## config.mk

```make
export PLATFORM = sky130hd
export DESIGN_NAME = tow_round_arbiter
export DESIGN_NICKNAME = d
export VERILOG_FILES = /design/src/rtl/tow_pkg.sv /design/src/rtl/tow_prio_pick.sv /design/src/rtl/tow_round_arbiter.sv
export SDC_FILE = /design/constraint.sdc
export NUM_CORES = 1
export LEC_CHECK = 0
export CORE_MARGIN = 2
export CORE_UTILIZATION = 40
export CTS_CLUSTER_SIZE = 14
export DETAILED_ROUTE_END_ITERATION = 12
export PLACE_DENSITY = 0.63
export SLEW_MARGIN = 20
export SYNTH_ARGS = -nofsm -noshare
export SYNTH_HDL_FRONTEND = slang
export SYNTH_SLANG_ARGS = --single-unit
```

## constraint.sdc

```tcl
create_clock -name clk -period 4.4 [get_ports clk]
set_input_delay 0.88 -clock clk [delete_from_list [all_inputs] [get_ports clk]]
set_output_delay 0.88 -clock clk [all_outputs]
set_load 0.01 [all_outputs]
```

## src/rtl/tow_pkg.sv

```systemverilog
// ----------------------------------------------------------------------------
// tow_pkg: shared types and helpers for the tug-of-war round controller. Rev 1.0
// ----------------------------------------------------------------------------
`default_nettype none

package tow_pkg;

   typedef enum logic [2:0] {
      ST_IDLE = 3'd0,
      ST_WAIT = 3'd1,
      ST_GO   = 3'd2,
      ST_HOLD = 3'd3,
      ST_DONE = 3'd4
   } state_e;

   localparam int PRIO_FIXED  = 0;
   localparam int PRIO_ROTATE = 1;
   localparam int PRIO_TIE    = 2;

   // Player index width, never narrower than one bit.
   function automatic int id_w(input int n);
      return (n > 2) ? $clog2(n) : 1;
   endfunction

endpackage

`default_nettype wire

```

## src/rtl/tow_prio_pick.sv

```systemverilog
// ----------------------------------------------------------------------------
// tow_prio_pick: first set request at or after a start pointer, wrapping. Rev 1.0
// ----------------------------------------------------------------------------
`default_nettype none

module tow_prio_pick #(
   parameter int N = 2,
   parameter int W = 1
) (
   input  logic [N-1:0] req_i,
   input  logic [W-1:0] ptr_i,
   output logic         found_o,
   output logic [W-1:0] idx_o,
   output logic         multi_o
);

   logic [2*N-1:0] w_dbl;
   logic [N-1:0]   w_rot;

   // Rotating the doubled vector right by ptr puts the pointer position at bit 0.
   assign w_dbl   = {req_i, req_i} >> ptr_i;
   assign w_rot   = w_dbl[N-1:0];
   assign multi_o = |(req_i & (req_i - N'(1)));

   always_comb begin
      int s;
      s       = 0;
      found_o = 1'b0;
      idx_o   = '0;
      for (int k = 0; k < N; k++) begin
         if (!found_o && w_rot[k]) begin
            found_o = 1'b1;
            s       = int'(ptr_i) + k;
            if (s >= N) begin
               s = s - N;
            end
            idx_o   = W'(s);
         end
      end
   end

endmodule

`default_nettype wire

```

## src/rtl/tow_round_arbiter.sv

```systemverilog
// ----------------------------------------------------------------------------
// tow_round_arbiter: N-player round sequencer, first-press arbiter and scorer. Rev 1.0
// ----------------------------------------------------------------------------
`default_nettype none

module tow_round_arbiter
   import tow_pkg::*;
#(
   parameter int NUM_PLAYERS = 2,
   parameter int SCORE_W     = 4,
   parameter int WIN_SCORE   = 7,
   parameter int DELAY_W     = 8,
   parameter int GO_TIMEOUT  = 200,
   parameter int HOLD_TICKS  = 64,
   parameter int PRIO_MODE   = 0,
   localparam int ID_W       = id_w(NUM_PLAYERS)
) (
   input  logic                           clk,
   input  logic                           rst,
   input  logic                           tick,
   input  logic [DELAY_W-1:0]             rand_in,
   input  logic                           start,
   input  logic [NUM_PLAYERS-1:0]         pb,
   output logic                           go_lamp,
   output logic                           busy,
   output logic                           winner_valid,
   output logic [ID_W-1:0]                winner_id,
   output logic [NUM_PLAYERS-1:0]         false_start,
   output logic                           void_round,
   output logic [NUM_PLAYERS*SCORE_W-1:0] scores,
   output logic                           match_over,
   output logic [ID_W-1:0]                champion_id
);

   localparam int GO_W   = $clog2(GO_TIMEOUT + 1);
   localparam int HOLD_W = $clog2(HOLD_TICKS + 1);
   localparam int MAX_GH = (GO_W >= HOLD_W) ? GO_W : HOLD_W;
   localparam int TMR_W  = (DELAY_W >= MAX_GH) ? DELAY_W : MAX_GH;

   localparam logic [SCORE_W-1:0] SCORE_MAX = '1;
   localparam logic [SCORE_W-1:0] SCORE_WIN = SCORE_W'(WIN_SCORE);
   localparam logic [TMR_W-1:0]   TMR_ONE   = TMR_W'(1);

   state_e                 state_q, state_d;
   logic [TMR_W-1:0]       tmr_q, tmr_d, w_seed;
   logic [NUM_PLAYERS-1:0] pb_q, fs_q, fs_d, w_rise;
   logic [SCORE_W-1:0]     score_q [NUM_PLAYERS];
   logic [SCORE_W-1:0]     score_d [NUM_PLAYERS];
   logic [ID_W-1:0]        ptr_q, ptr_d, win_id_q, win_id_d;
   logic [ID_W-1:0]        w_pick_ptr, w_pick_idx, w_ptr_next;
   logic                   win_valid_q, win_valid_d, void_q, void_d;
   logic                   w_found, w_multi, w_any_win;

   assign w_rise     = pb & ~pb_q;
   assign w_seed     = (rand_in == '0) ? TMR_ONE : TMR_W'(rand_in);
   assign w_pick_ptr = (PRIO_MODE == PRIO_ROTATE) ? ptr_q : '0;
   assign w_ptr_next = (w_pick_idx == ID_W'(NUM_PLAYERS - 1)) ? '0 : w_pick_idx + ID_W'(1);

   tow_prio_pick #(
      .N (NUM_PLAYERS),
      .W (ID_W)
   ) u_pick (
      .req_i   (w_rise),
      .ptr_i   (w_pick_ptr),
      .found_o (w_found),
      .idx_o   (w_pick_idx),
      .multi_o (w_multi)
   );

   always_comb begin
      w_any_win = 1'b0;
      for (int i = 0; i < NUM_PLAYERS; i++) begin
         if (score_q[i] >= SCORE_WIN) begin
            w_any_win = 1'b1;
         end
      end
   end

   always_ff @(posedge clk or posedge rst) begin
      if (rst) begin
         state_q     <= ST_IDLE;
         tmr_q       <= '0;
         pb_q        <= '0;
         fs_q        <= '0;
         score_q     <= '{default: '0};
         ptr_q       <= '0;
         win_id_q    <= '0;
         win_valid_q <= 1'b0;
         void_q      <= 1'b0;
      end else begin
         state_q     <= state_d;
         tmr_q       <= tmr_d;
         pb_q        <= pb;
         fs_q        <= fs_d;
         score_q     <= score_d;
         ptr_q       <= ptr_d;
         win_id_q    <= win_id_d;
         win_valid_q <= win_valid_d;
         void_q      <= void_d;
      end
   end

   always_comb begin
      state_d     = state_q;
      tmr_d       = tmr_q;
      fs_d        = fs_q;
      score_d     = score_q;
      ptr_d       = ptr_q;
      win_id_d    = win_id_q;
      win_valid_d = 1'b0;
      void_d      = 1'b0;
      case (state_q)
         ST_IDLE: begin
            if (start) begin
               tmr_d   = w_seed;
               state_d = ST_WAIT;
            end
         end
         ST_WAIT: begin
            // An early press outranks a GO-triggering tick in the same cycle.
            if (w_found) begin
               fs_d = fs_q | w_rise;
               for (int i = 0; i < NUM_PLAYERS; i++) begin
                  if (w_rise[i] && (score_q[i] != '0)) begin
                     score_d[i] = score_q[i] - SCORE_W'(1);
                  end
               end
               tmr_d   = TMR_W'(HOLD_TICKS);
               state_d = ST_HOLD;
            end else if (tick) begin
               if (tmr_q == TMR_ONE) begin
                  tmr_d   = TMR_W'(GO_TIMEOUT);
                  state_d = ST_GO;
               end else begin
                  tmr_d = tmr_q - TMR_ONE;
               end
            end
         end
         ST_GO: begin
            if (w_found) begin
               if ((PRIO_MODE == PRIO_TIE) && w_multi) begin
                  void_d = 1'b1;
               end else begin
                  win_valid_d = 1'b1;
                  win_id_d    = w_pick_idx;
                  if (score_q[w_pick_idx] != SCORE_MAX) begin
                     score_d[w_pick_idx] = score_q[w_pick_idx] + SCORE_W'(1);
                  end
                  if (PRIO_MODE == PRIO_ROTATE) begin
                     ptr_d = w_ptr_next;
                  end
               end
               tmr_d   = TMR_W'(HOLD_TICKS);
               state_d = ST_HOLD;
            end else if (tick) begin
               if (tmr_q == TMR_ONE) begin
                  void_d  = 1'b1;
                  tmr_d   = TMR_W'(HOLD_TICKS);
                  state_d = ST_HOLD;
               end else begin
                  tmr_d = tmr_q - TMR_ONE;
               end
            end
         end
         ST_HOLD: begin
            if (tick) begin
               if (tmr_q == TMR_ONE) begin
                  fs_d = '0;
                  if (w_any_win) begin
                     state_d = ST_DONE;
                  end else begin
                     tmr_d   = w_seed;
                     state_d = ST_WAIT;
                  end
               end else begin
                  tmr_d = tmr_q - TMR_ONE;
               end
            end
         end
         ST_DONE: begin
            if (start) begin
               score_d = '{default: '0};
               tmr_d   = w_seed;
               state_d = ST_WAIT;
            end
         end
         default: begin
            state_d = ST_IDLE;
         end
      endcase
   end

   always_comb begin
      go_lamp      = (state_q == ST_GO);
      busy         = (state_q != ST_IDLE) && (state_q != ST_DONE);
      match_over   = (state_q == ST_DONE);
      winner_valid = win_valid_q;
      winner_id    = win_id_q;
      void_round   = void_q;
      false_start  = fs_q;
      scores       = '0;
      champion_id  = '0;
      // Walk downwards so the lowest qualifying index is the one that sticks.
      for (int i = NUM_PLAYERS - 1; i >= 0; i--) begin
         scores[i*SCORE_W +: SCORE_W] = score_q[i];
         if (match_over && (score_q[i] >= SCORE_WIN)) begin
            champion_id = ID_W'(i);
         end
      end
   end

endmodule

`default_nettype wire

```

==> impl_metrics.tcl <==
set metrics [dict create \
    maxCapViolations 0 \
    dieWidth_um 71.4 \
    min_path_type "reg2reg" \
    synthCells 225 \
    grt_pass1_wl_um 7690 \
    post_drt_wl_per_cell_um 15.1 \
    worstPathCellList "or3b_2, inv_1, clkdlybuf4s50_1" \
    final_cell_mix "clkdlybuf4s50_1, o21ai_0, dfrtp_1, nor2_1" \
    postRouteAntennaNets 0 \
    rsz0062_at_grt "false" \
    syn2layout_area_growth_pct 21.0 \
    diodes 0 \
    ys.flop_type "dfrtp_1" \
    fillCellCount 430 \
    dp_slack_ns 1.07 \
    synth_nets 246 \
    worstPathRequired_ns 3.52 \
    clock_skew_ns 0.00202 \
    ctsLongestPathBuffers 2 \
    p_per_area_nw_per_um2 672 \
    worst_pin_slew_ns 0.938 \
    grt_use_total_pct 18.7 \
    final.setup.tns_ns 0 \
    worst_setup_path_start_kind "flop" \
    clock.fmax_mhz 301 \
    die_height_um 71.4 \
    fin_crit_ns 3.32 \
    cts_sinks 26 \
    cts_tree "built" \
    cts_hold_buf 0 \
    synth-simple-area-share_pct 22.5 \
    path_buf_inv 2 \
    ios 31 \
    worst_hold_slack_ns 0.529 \
    async_flop_share_pct 100 \
    cts.repair.resized 0 \
    synth-seq-cells 26 \
    grt_max_degree 27 \
    grt_antenna_before_repair 0 \
    synth_area_per_cell_um2 8.09 \
    synth_xor_area_share_pct 0.963 \
    crit_slowest_cell "dfrtp_1" \
    drt_pass1_iterations 5 \
    coreArea_um2 4350 \
    clock_latency_ns 0.27 \
    path_class "reg2out" \
    layout_commonest_cell "clkdlybuf4s50_1" \
    yosysTopAreaCellShare_pct 35.8 \
    synth_edf_count 0 \
    wl_um 4570 \
    slew_headroom_pct 37.1 \
    grt_pass1_vias 1574 \
    drive_above_1_share_pct 4.80 \
    cp_top_family "buffers and inverters" \
    drt-initial-drc-count 208 \
    via_count 1738 \
    irDropWorstVdd_v 0.000334 \
    finalCritPeriodShare_pct 75.4 \
    synth_top_family_by_area "compound AO/OA/AOI/OAI gates" \
    yosys.area_share.adder_pct 5.36 \
    hold_violations 0 \
    maxSlewViolCount 0 \
    rows 24 \
    critPathMaxStageDelay_ns 0.63 \
    synth_mux_area_share_pct 0.619 \
    start_util_pct 41.8 \
    synth.cell_area_um2 1820 \
    postCtsSetupBuffers 0 \
    grt_overflow 0 \
    htree_levels 1 \
    synth_compound_area_share_pct 29.4 \
    path_clk_slew_ns 0.09 \
    power_leakage_uw 0.000914 \
    place_congestion 0.871 \
    ys.warnings.count 0 \
    dp.cells 298 \
    utilization_pct 50.6 \
    synth_area_leaders "dfrtp_1, o21ai_0, a21oi_1" \
    yosysTopAreaCell "dfrtp_1" \
    die_area_um2 5100 \
    end_kind "output port" \
    avgViaCountPerCell 5.75 \
    worst_slack_ns 1.08 \
    place_hpwl_um 3360 \
    finalNonFillerCells 302 \
    root_buffer "clkbuf_8" \
    cp.arrival_ns 2.44 \
    remaining_drc_errors 0 \
    port_buffers 30 \
    setup_viol 0 \
    nets 272 \
    cp_max_fo 15 \
    synth.distinct_cells 49 \
    ys_seq_area_share_pct 35.8 \
    status "complete, no violations" \
    cts_buffers 3 \
]
## through the flow
stage                     total power (uW)  cell area [um2]
after global placement                1320             2150
final                                 1480             2200
after floorplan                       1050             1820
after detailed placement              1320             2150
after CTS                             1480             2200
after global routing                  1620             2200
## cell usage after synthesis, types with 7 or more instances
| cell type | count |
|---|---|
| ha_1 | 7 |
| nor2_1 | 20 |
| nor3_1 | 8 |
| nand2b_1 | 9 |
| inv_1 | 14 |
| dfrtp_1 | 26 |
| o21ai_0 | 26 |
| nand2_1 | 19 |
| clkbuf_1 | 9 |
| a21oi_1 | 19 |
| nand3_1 | 7 |
## sequential cells by signal, summed over array words and instances (netlist names)
signal	cells
void_round	1
false_start	2
pb_q	2
winner_valid	1
tmr_q	8
scores	8
winner_id	1
state_q	3
## report_power, final
group	total (uW)	switching, uW	leakage, uW	internal (uW)
Combinational	853	458	0.000572	395
Sequential	472	144	0.000313	328
Clock	155	75.0	0.0000288	80.0
Total	1480	677	0.000914	804
## final timing paths
path	from	cells after the start	slack, ns	endpoint
max	state_q[1]$_DFFE_PP0P_	3	1.08	go_lamp
min	tmr_q[5]$_DFFE_PP0P_	1	0.53	tmr_q[5]$_DFFE_PP0P_
max reg2reg	pb_q[1]$_DFF_PP0_	8	1.99	scores[4]$_DFFE_PP0P_
min reg2reg	tmr_q[5]$_DFFE_PP0P_	1	0.53	tmr_q[5]$_DFFE_PP0P_
max in group asynchronous	rst	2	2.97	scores[4]$_DFFE_PP0P_
min in group asynchronous	rst	2	1.00	scores[1]$_DFFE_PP0P_
## layer usage
metal	vias to the layer above	global-route usage [%]	part of all wire, %
li1	879	-	-
met1	820	29.1	53
met2	37	26.6	43
met3	2	3.80	3.9
met4	0	4.40	0.59
met5	-	0	0
## cell families after synthesis
logic type,Yosys count
buffers and inverters,24
AND/OR/NAND/NOR,81
XOR/XNOR,2
AO/OA/AOI/OAI,83
flip-flops,26
adder cells (fa/ha/maj),8
multiplexers,1
## layout make-up
class | count | area, um2 | share of cell area, %
clock buffer | 4 | 55.1 | 2.50
inverter | 14 | 52.6 | 2.39
multi-input combinational | 175 | 1070 | 48.6
sequential | 26 | 651 | 29.5
tap | 52 | 65.1 | 2.95
timing repair buffer | 31 | 308 | 14.0
Power figures use the tool's default switching activity.
